### src/rtl/uart_tx.sv
// 8N1 UART transmitter with a one-byte holding register for gap-free back-to-back frames.
// Optional feature: define UARTTX_PARITY_EN for 8E1 frames (even parity bit before stop).
module uart_tx #(
    parameter int unsigned CLKDIV = 100000000 / 115200
) (
    input  logic       clk,
    input  logic       rst,
    input  logic [7:0] d,
    input  logic       valid,
    output logic       ready,
    output logic       tx,
    output logic       busy,
    output logic [1:0] leds
);

    localparam int unsigned BCW = 16;
    localparam int unsigned NCW = 3;
    localparam logic [BCW-1:0] BIT_END = BCW'(CLKDIV - 1);

    typedef enum logic [2:0] {
        S_IDLE,
        S_START,
        S_DATA,
`ifdef UARTTX_PARITY_EN
        S_PARITY,
`endif
        S_STOP
    } state_e;

    state_e         state_q, state_d;
    logic [7:0]     hold_q, hold_d;
    logic           hold_full_q, hold_full_d;
    logic [7:0]     shift_q, shift_d;
    logic [BCW-1:0] bitclk_q, bitclk_d;
    logic [NCW-1:0] bitcnt_q, bitcnt_d;
    logic           tx_q, tx_d;
`ifdef UARTTX_PARITY_EN
    logic           parity_q, parity_d;
`endif
    logic           accept_c;
    logic           end_bit_c;

    always_ff @(posedge clk) begin
        if (rst) begin
            state_q     <= S_IDLE;
            hold_q      <= 8'h00;
            hold_full_q <= 1'b0;
            shift_q     <= 8'h00;
            bitclk_q    <= '0;
            bitcnt_q    <= '0;
            tx_q        <= 1'b1;
`ifdef UARTTX_PARITY_EN
            parity_q    <= 1'b0;
`endif
        end else begin
            state_q     <= state_d;
            hold_q      <= hold_d;
            hold_full_q <= hold_full_d;
            shift_q     <= shift_d;
            bitclk_q    <= bitclk_d;
            bitcnt_q    <= bitcnt_d;
            tx_q        <= tx_d;
`ifdef UARTTX_PARITY_EN
            parity_q    <= parity_d;
`endif
        end
    end

    // Next-state, bit timing and holding-register handshake
    always_comb begin
        state_d     = state_q;
        hold_d      = hold_q;
        hold_full_d = hold_full_q;
        shift_d     = shift_q;
        bitclk_d    = bitclk_q;
        bitcnt_d    = bitcnt_q;
`ifdef UARTTX_PARITY_EN
        parity_d    = parity_q;
`endif
        accept_c    = valid & ~hold_full_q;
        end_bit_c   = (bitclk_q == BIT_END);

        if (state_q != S_IDLE) begin
            bitclk_d = end_bit_c ? '0 : bitclk_q + BCW'(1);
        end

        unique case (state_q)
            S_IDLE: begin
                bitclk_d = '0;
                if (hold_full_q) begin
                    state_d     = S_START;
                    shift_d     = hold_q;
                    hold_full_d = 1'b0;
`ifdef UARTTX_PARITY_EN
                    parity_d    = ^hold_q;
`endif
                end
            end
            S_START: begin
                if (end_bit_c) begin
                    state_d  = S_DATA;
                    bitcnt_d = '0;
                end
            end
            S_DATA: begin
                if (end_bit_c) begin
                    shift_d  = {1'b0, shift_q[7:1]};
                    bitcnt_d = bitcnt_q + NCW'(1);
                    if (bitcnt_q == NCW'(7)) begin
`ifdef UARTTX_PARITY_EN
                        state_d = S_PARITY;
`else
                        state_d = S_STOP;
`endif
                    end
                end
            end
`ifdef UARTTX_PARITY_EN
            S_PARITY: begin
                if (end_bit_c) begin
                    state_d = S_STOP;
                end
            end
`endif
            S_STOP: begin
                if (end_bit_c) begin
                    if (hold_full_q) begin
                        state_d     = S_START;
                        shift_d     = hold_q;
                        hold_full_d = 1'b0;
`ifdef UARTTX_PARITY_EN
                        parity_d    = ^hold_q;
`endif
                    end else begin
                        state_d = S_IDLE;
                    end
                end
            end
            default: state_d = S_IDLE;
        endcase

        // Accept only happens with the holding register empty, so it never races a transfer
        if (accept_c) begin
            hold_d      = d;
            hold_full_d = 1'b1;
        end
    end

    // Line level is a registered decode of the current state
    always_comb begin
        tx_d = 1'b1;
        unique case (state_q)
            S_IDLE:   tx_d = 1'b1;
            S_START:  tx_d = 1'b0;
            S_DATA:   tx_d = shift_q[0];
`ifdef UARTTX_PARITY_EN
            S_PARITY: tx_d = parity_q;
`endif
            S_STOP:   tx_d = 1'b1;
            default:  tx_d = 1'b1;
        endcase
    end

    assign ready = ~hold_full_q;
    assign busy  = (state_q != S_IDLE);
    assign leds  = {hold_full_q, busy};
    assign tx    = tx_q;

endmodule

### config.mk
export PLATFORM = sky130hd
export DESIGN_NAME = uart_tx
export DESIGN_NICKNAME = d
export VERILOG_FILES = /design/src/rtl/uart_tx.sv
export SDC_FILE = /design/constraint.sdc
export NUM_CORES = 1
export LEC_CHECK = 0
export BUFFER_PORTS_ARGS = -buffer_cell sky130_fd_sc_hd__buf_4
export CAP_MARGIN = 20
export CORE_MARGIN = 1
export CORE_UTILIZATION = 41
export CTS_CLUSTER_DIAMETER = 30
export DETAILED_ROUTE_END_ITERATION = 12
export PLACE_DENSITY = 0.63
export SLEW_MARGIN = 40
export SYNTH_ARGS = -nofsm -noshare
export SYNTH_HDL_FRONTEND = slang
export SYNTH_SLANG_ARGS = --single-unit
### constraint.sdc
create_clock -name clk -period 2.4 [get_ports clk]
set_clock_uncertainty 0.1 [all_clocks]
set_input_delay 0.48 -clock clk [delete_from_list [all_inputs] [get_ports clk]]
set_output_delay 0.48 -clock clk [all_outputs]
set_load 0.01 [all_outputs]
# After elaboration in Yosys (flattened, before gate mapping)
# Index checks and enable logic that the tools add are counted.
classes:
  n_mux: 19
  bitwise: 2
  n_reduce_logical: 10
  eq_ne: 11
  addsub: 2
ops:
  columns: ["cell", "count"]
  rows:
  - ["2-to-1 mux 8 bit", 3]
  - ["case mux 8 bit (3 select lines)", 1]
  - ["2-to-1 mux 3 bit", 7]
  - ["adder 16 x 1 -> 16 bit, second input constant", 1]
  - ["== test 16 x 10 -> 1 bit, second input constant", 1]
  - ["2-to-1 mux 16 bit", 1]
  - ["case mux 3 bit (4 select lines)", 1]
  - ["!= test 2 bit, second input constant", 5]
  - ["nonzero test 3 bit", 3]
  - ["== test 3 x 2 -> 1 bit, second input constant", 2]
  - ["case mux 3 bit (2 select lines)", 1]
  - ["AND reduction 3 bit", 2]
  - ["AND reduction 5 bit", 1]
  - ["case mux 1 bit (2 select lines)", 2]
  - ["adder 3 x 1 -> 3 bit, second input constant", 1]
  - ["== test 3 x 1 -> 1 bit, second input constant", 1]
  - ["== test 3 bit, second input constant", 1]
  - ["zero test 3 bit", 1]
  - ["2-to-1 mux 1 bit", 3]
  - ["!= test 3 bit, second input constant", 1]
  - ["AND reduction 2 bit", 1]
  - ["nonzero test 2 bit", 1]
  - ["OR reduction 2 bit", 1]
  - ["bitwise AND 1 bit", 1]
  - ["inverter 1 bit", 1]
word_totals:
  reg_bits: 40
  inputBits: 11
  elab_cells: 51
  out_inout_bits: 5

# Logic depth before layout (Yosys ltp)
depth:
  depth_word: 4
  ltp_mapped: 7
  ltp_nobuf: 6

# Least setup slack after synthesis
# Ideal clock, no wire load.
synth_path:
  path_kind: "register to register"
  startpoint: "reg bitclk_q[10]"
  endpoint: "reg shift_q[5]"
  path_stages_with_launch: 6
  period_less_slack_ns: 1.992
  path_buffers: 1
  t_arrival_ns: 1.804
  required_ns: 2.212
  slack_ns: 0.408
  setup_time_ns: 0.088
  cell_sequence: "dfxtp_1 > or4_4 > o41ai_4 > buf_6 > a21oi_1 > a311oi_2"
synth_between:
  elab_chain_len: 3
  elab_cells_between_ends: 4
  classes_between: "3 x eq/ne; 1 x reduce/logical"
synth_rtl:
  columns: ["item", "line", "text"]
  rows:
  - ["start, declared", "34", "logic [BCW-1:0] bitclk_q, bitclk_d;"]
  - ["start signal, assigned", "60", "bitclk_q <= bitclk_d;"]
  - ["== test 16 x 10 -> 1 bit *", "81", "end_bit_c = (bitclk_q == BIT_END);"]
  - ["!= test 2 bit (no line)", null, null]
  - ["AND reduction 3 bit (no line) *", null, null]
  - ["end signal, assigned", "59", "shift_q <= shift_d;"]
  - ["end, declared", "33", "logic [7:0] shift_q, shift_d;"]
# Mark *: on every way between the ends. The rest lies on a longest branch, timed or not.
# A chain may end at the register's enable or synchronous reset.

# Worst setup path in the final report
layout_path:
  startpoint: "reg bitclk_q[7]"
  endpoint: "reg hold_full_q"
layout_between:
  elab_chain_len: 3
layout_rtl:
  columns: ["item", "line", "text"]
  rows:
  - ["== test 16 x 10 -> 1 bit", "81", null]
  - ["!= test 3 bit (no line)", null, null]
  - ["AND reduction 2 bit (no line)", null, null]
  - ["end signal, assigned", "58", "hold_full_q <= hold_full_d;"]
  - ["end, declared", "32", "logic hold_full_q, hold_full_d;"]
# Every way passes these cells.

==> flow_summary_export.csv <==
group,metric,value,unit
timing,rsz0062_at_grt,"no",
setup_path,path_class,"flip-flop to flip-flop",
logic_synthesis,synth_fp_nets,237,
logic_synthesis,synth-warning-count,0,
timing,whs,0.3109,ns
setup_path,critPathSlowestCell,"or4_1",
final_layout,fillers,453,
placement,gp_congestion,0.8024,
die,core,4444,sq um
clock_network,clock_sink_count,39,
clock_network,cts_buffers,5,
timing,fin_tns_setup,0,ns
die,chipHeight,70.73,um
setup_path,rrSetupSlack,0.30,ns
timing,fmax,476.9,MHz
global_route,antenna_found_initial,0,
final_layout,final_nets,253,
setup_path,slowest_delay,0.63,ns
drt,dr.first_iter.drc_count,110,
drt,drc,0,
hold_path,min_from,"d[6]",
setup_path,cp_max_fo,7,
hold_path,min_to,"hold_q[6]",
status,status,"completed",
hold_path,min_path_cells,3,
global_route,grt_util_all_layers,17.19,%
die,start_util,43.58,%
logic_synthesis,synth_cell_types,45,
final_layout,final_layout_size_suffix_gt1_share,14.47,%
clock_network,cts_tree,"done",
logic_synthesis,ys.flop_type,"dfxtp_1",
job,maxCapViolCount,0,
power_and_ir_drop,p_clk_share,29.8,%
placement,placed_area,2076,sq um
drt,routed_wl,3940,um
power_and_ir_drop,p_seq_share,40.3,%
drt,drtPass1Iterations,4,
setup_path,end_kind,"flip-flop",
setup_path,cp.buffers_inverters,0,
setup_path,startpoint_type,"flip-flop",
power_and_ir_drop,power_switching_share,33.28,%
global_route,grt_overflow,0,
clock_network,postCtsHoldBufs,0,
drt,wire_per_inst,13.73,um
logic_synthesis,synth.most_common_cell,"dfxtp_1",
logic_synthesis,yosysTopAreaCellShare,40.31,%
placement,hpwlAfterDp,2803,um
timing,tightest_slew,0.6462,ns
final_layout,final_cell_area,2191,sq um
clock_network,clk_root_buffer_cell,"clkbuf_8",
power_and_ir_drop,power.internal,1.286,mW
power_and_ir_drop,p_sw,641.3,uW
setup_path,cp_data_arrival_time,2.20,ns
die,fp-row-count,24,
global_route,grt_pass1_wl,6879,um
die,num_io_pins,16,
logic_synthesis,yosys.area.top_type,"dfxtp_1",
timing,setup_viol,0,
placement,numPortBuffers,15,
setup_path,path_cells,"or4_1 > nor4_1 > a211oi_1 > o21a_1",
timing,slew_headroom,56.52,%
timing,hold_viol,0,
final_layout,antenna_cells,0,
setup_path,worst_r2r_startpoint,"bitclk_q[7]",
setup_path,timing.rr.end,"hold_full_q",
logic_synthesis,ys_top_cells_by_count,"dfxtp_1 (39), nand2_1 (27), a21oi_1 (24), nor2_1 (19)",
clock_network,cts_setup_buffers,0,
global_route,grt_max_degree,25,
die,die-area,5003,sq um
power_and_ir_drop,p_per_area,879.6,nW/um^2
global_route,grt_pass1_vias,1452,
setup_path,rr_worst_depth,4,
power_and_ir_drop,ir_drop,0.5294,mV
timing,drv_slew,0,
logic_synthesis,async_flop_share,0,%
drt,vias,1575,
power_and_ir_drop,power_frac_comb,29.9,%
clock_network,path_clk_slew,0.09,ns
clock_network,clock_path_buffers,2,
logic_synthesis,synthesis.area,1937,sq um
hold_path,hp-class,"primary input to flip-flop",
logic_synthesis,synth_enable_flop_cells,0,
drt,viasPerCell,5.488,
timing,fin_crit_sh,87.37,%
timing,min_period,2.097,ns
final_layout,synthToLayoutAreaGrowth,13.11,%
power_and_ir_drop,total_leakage_power,0.7535,nW
logic_synthesis,synthTopCellsByArea,"dfxtp_1 (40%), a21oi_1 (6.2%), nand2_1 (5.2%), ha_1 (5.2%), nor2_1 (3.7%)",
clock_network,post_cts_resized,0,
logic_synthesis,synthCells,218,
logic_synthesis,synth_seq_cells,39,
setup_path,critical_path.top_delay_family,"simple AND/OR/NAND/NOR gates",
logic_synthesis,avgSynthCellArea,8.885,sq um
logic_synthesis,seq_area_frac_synth,40.31,%
clock_network,htreeDepth,2,
die,die_w,70.73,um
clock_network,clk_latency,0.31,ns
drt,antenna_left,0,
setup_path,worstPathRequired,2.51,ns
==> per-stage QoR <==
stage          utilization, %  power [mW]  std cells  setup WS [ns]
2_1_floorplan               -       1.221        218         0.4075
3_3_place_gp            46.71       1.364        279         0.3672
3_5_place_dp            46.71       1.369        279         0.3396
4_1_cts                 49.30       1.945        287         0.3160
5_1_grt                 49.30       2.045        287         0.2212
6_report                49.30       1.927        287         0.3031
==> sequential cells by signal (all words and copies together), names as in the netlist <==
register     cells
hold_full_q      1
bitcnt_q         3
shift_q          8
hold_q           8
tx               1
state_q          2
bitclk_q        16
==> worst max-delay path by stage <==
stage / start / endpoint / slack, ns / cells after the start
finish: bitclk_q[7] / hold_full_q / 0.30 / 4
global route: bitclk_q[7] / hold_full_q / 0.22 / 4
CTS: bitclk_q[7] / bitcnt_q[0] / 0.32 / 4
detailed placement: bitclk_q[7] / bitcnt_q[0] / 0.34 / 4
global placement: bitclk_q[7] / bitcnt_q[0] / 0.37 / 4
floorplan: bitclk_q[10] / shift_q[5] / 0.41 / 5
==> placed cells by master (no fill, tap or decap), drive strengths merged, types with 2 or more instances in the layout <==
| master | Yosys | routed |
|---|---|---|
| nand3 | 7 | 7 |
| clkbuf | 3 | 5 |
| nor2 | 19 | 19 |
| or3 | 4 | 4 |
| xnor2 | 8 | 8 |
| a311oi | 7 | 7 |
| nand2 | 27 | 27 |
| inv | 6 | 7 |
| o21ai | 6 | 6 |
| nor3 | 4 | 4 |
| xor2 | 3 | 3 |
| mux2i | 7 | 7 |
| nand4b | 2 | 2 |
| and3 | 2 | 2 |
| nor2b | 3 | 3 |
| or4 | 4 | 4 |
| nand4 | 6 | 6 |
| buf | 7 | 19 |
| nor4 | 3 | 3 |
| a21oi | 24 | 24 |
| ha | 8 | 8 |
| dfxtp | 39 | 39 |
==> power groups by stage <==
stage | combinational, mW | clock [mW] | sequential (mW)
finish | 0.577 | 0.575 | 0.776
global route | 0.644 | 0.615 | 0.787
CTS | 0.581 | 0.589 | 0.776
detailed placement | 0.579 | 0 | 0.790
global placement | 0.574 | 0 | 0.790
floorplan | 0.440 | 0 | 0.781
==> logic make-up after synthesis <==
logic type	after synthesis	synth area share, %
XOR/XNOR	11	4.975
multiplexers	7	3.618
flip-flops	39	40.31
adder cells (fa/ha/maj)	8	5.168
AND/OR/NAND/NOR	89	24.10
buffers and inverters	16	4.715
AO/OA/AOI/OAI	48	17.12
==> layer usage <==
| metal | track usage [%] | vias to the layer above | wire, um |
|---|---|---|---|
| li1 | - | 824 | - |
| met2 | 26.28 | 25 | 1816 |
| met5 | 0 | - | 0 |
| met1 | 23.14 | 719 | 1930 |
| met4 | 7.333 | 0 | 70 |
| met3 | 4.274 | 7 | 122 |
==> cell type report <==
cell class / instances / area, sq um / share of cell area, %
Sequential cell: 39 / 780.7 / 35.64
Timing Repair Buffer: 19 / 142.6 / 6.511
Tap cell: 52 / 65.06 / 2.970
Clock buffer: 5 / 68.82 / 3.141
Multi-Input combinational cell: 163 / 1065 / 48.60
Inverter: 6 / 22.52 / 1.028
Clock inverter: 3 / 46.29 / 2.113
==> worst register-to-register path, cell delays in order (launching register included) <==
cell      delay [ns]
dfxtp_1         0.38
or4_1           0.63
nor4_1          0.53
a211oi_1        0.16
o21a_1          0.20
Note: power is estimated with default switching activity, not from simulation.
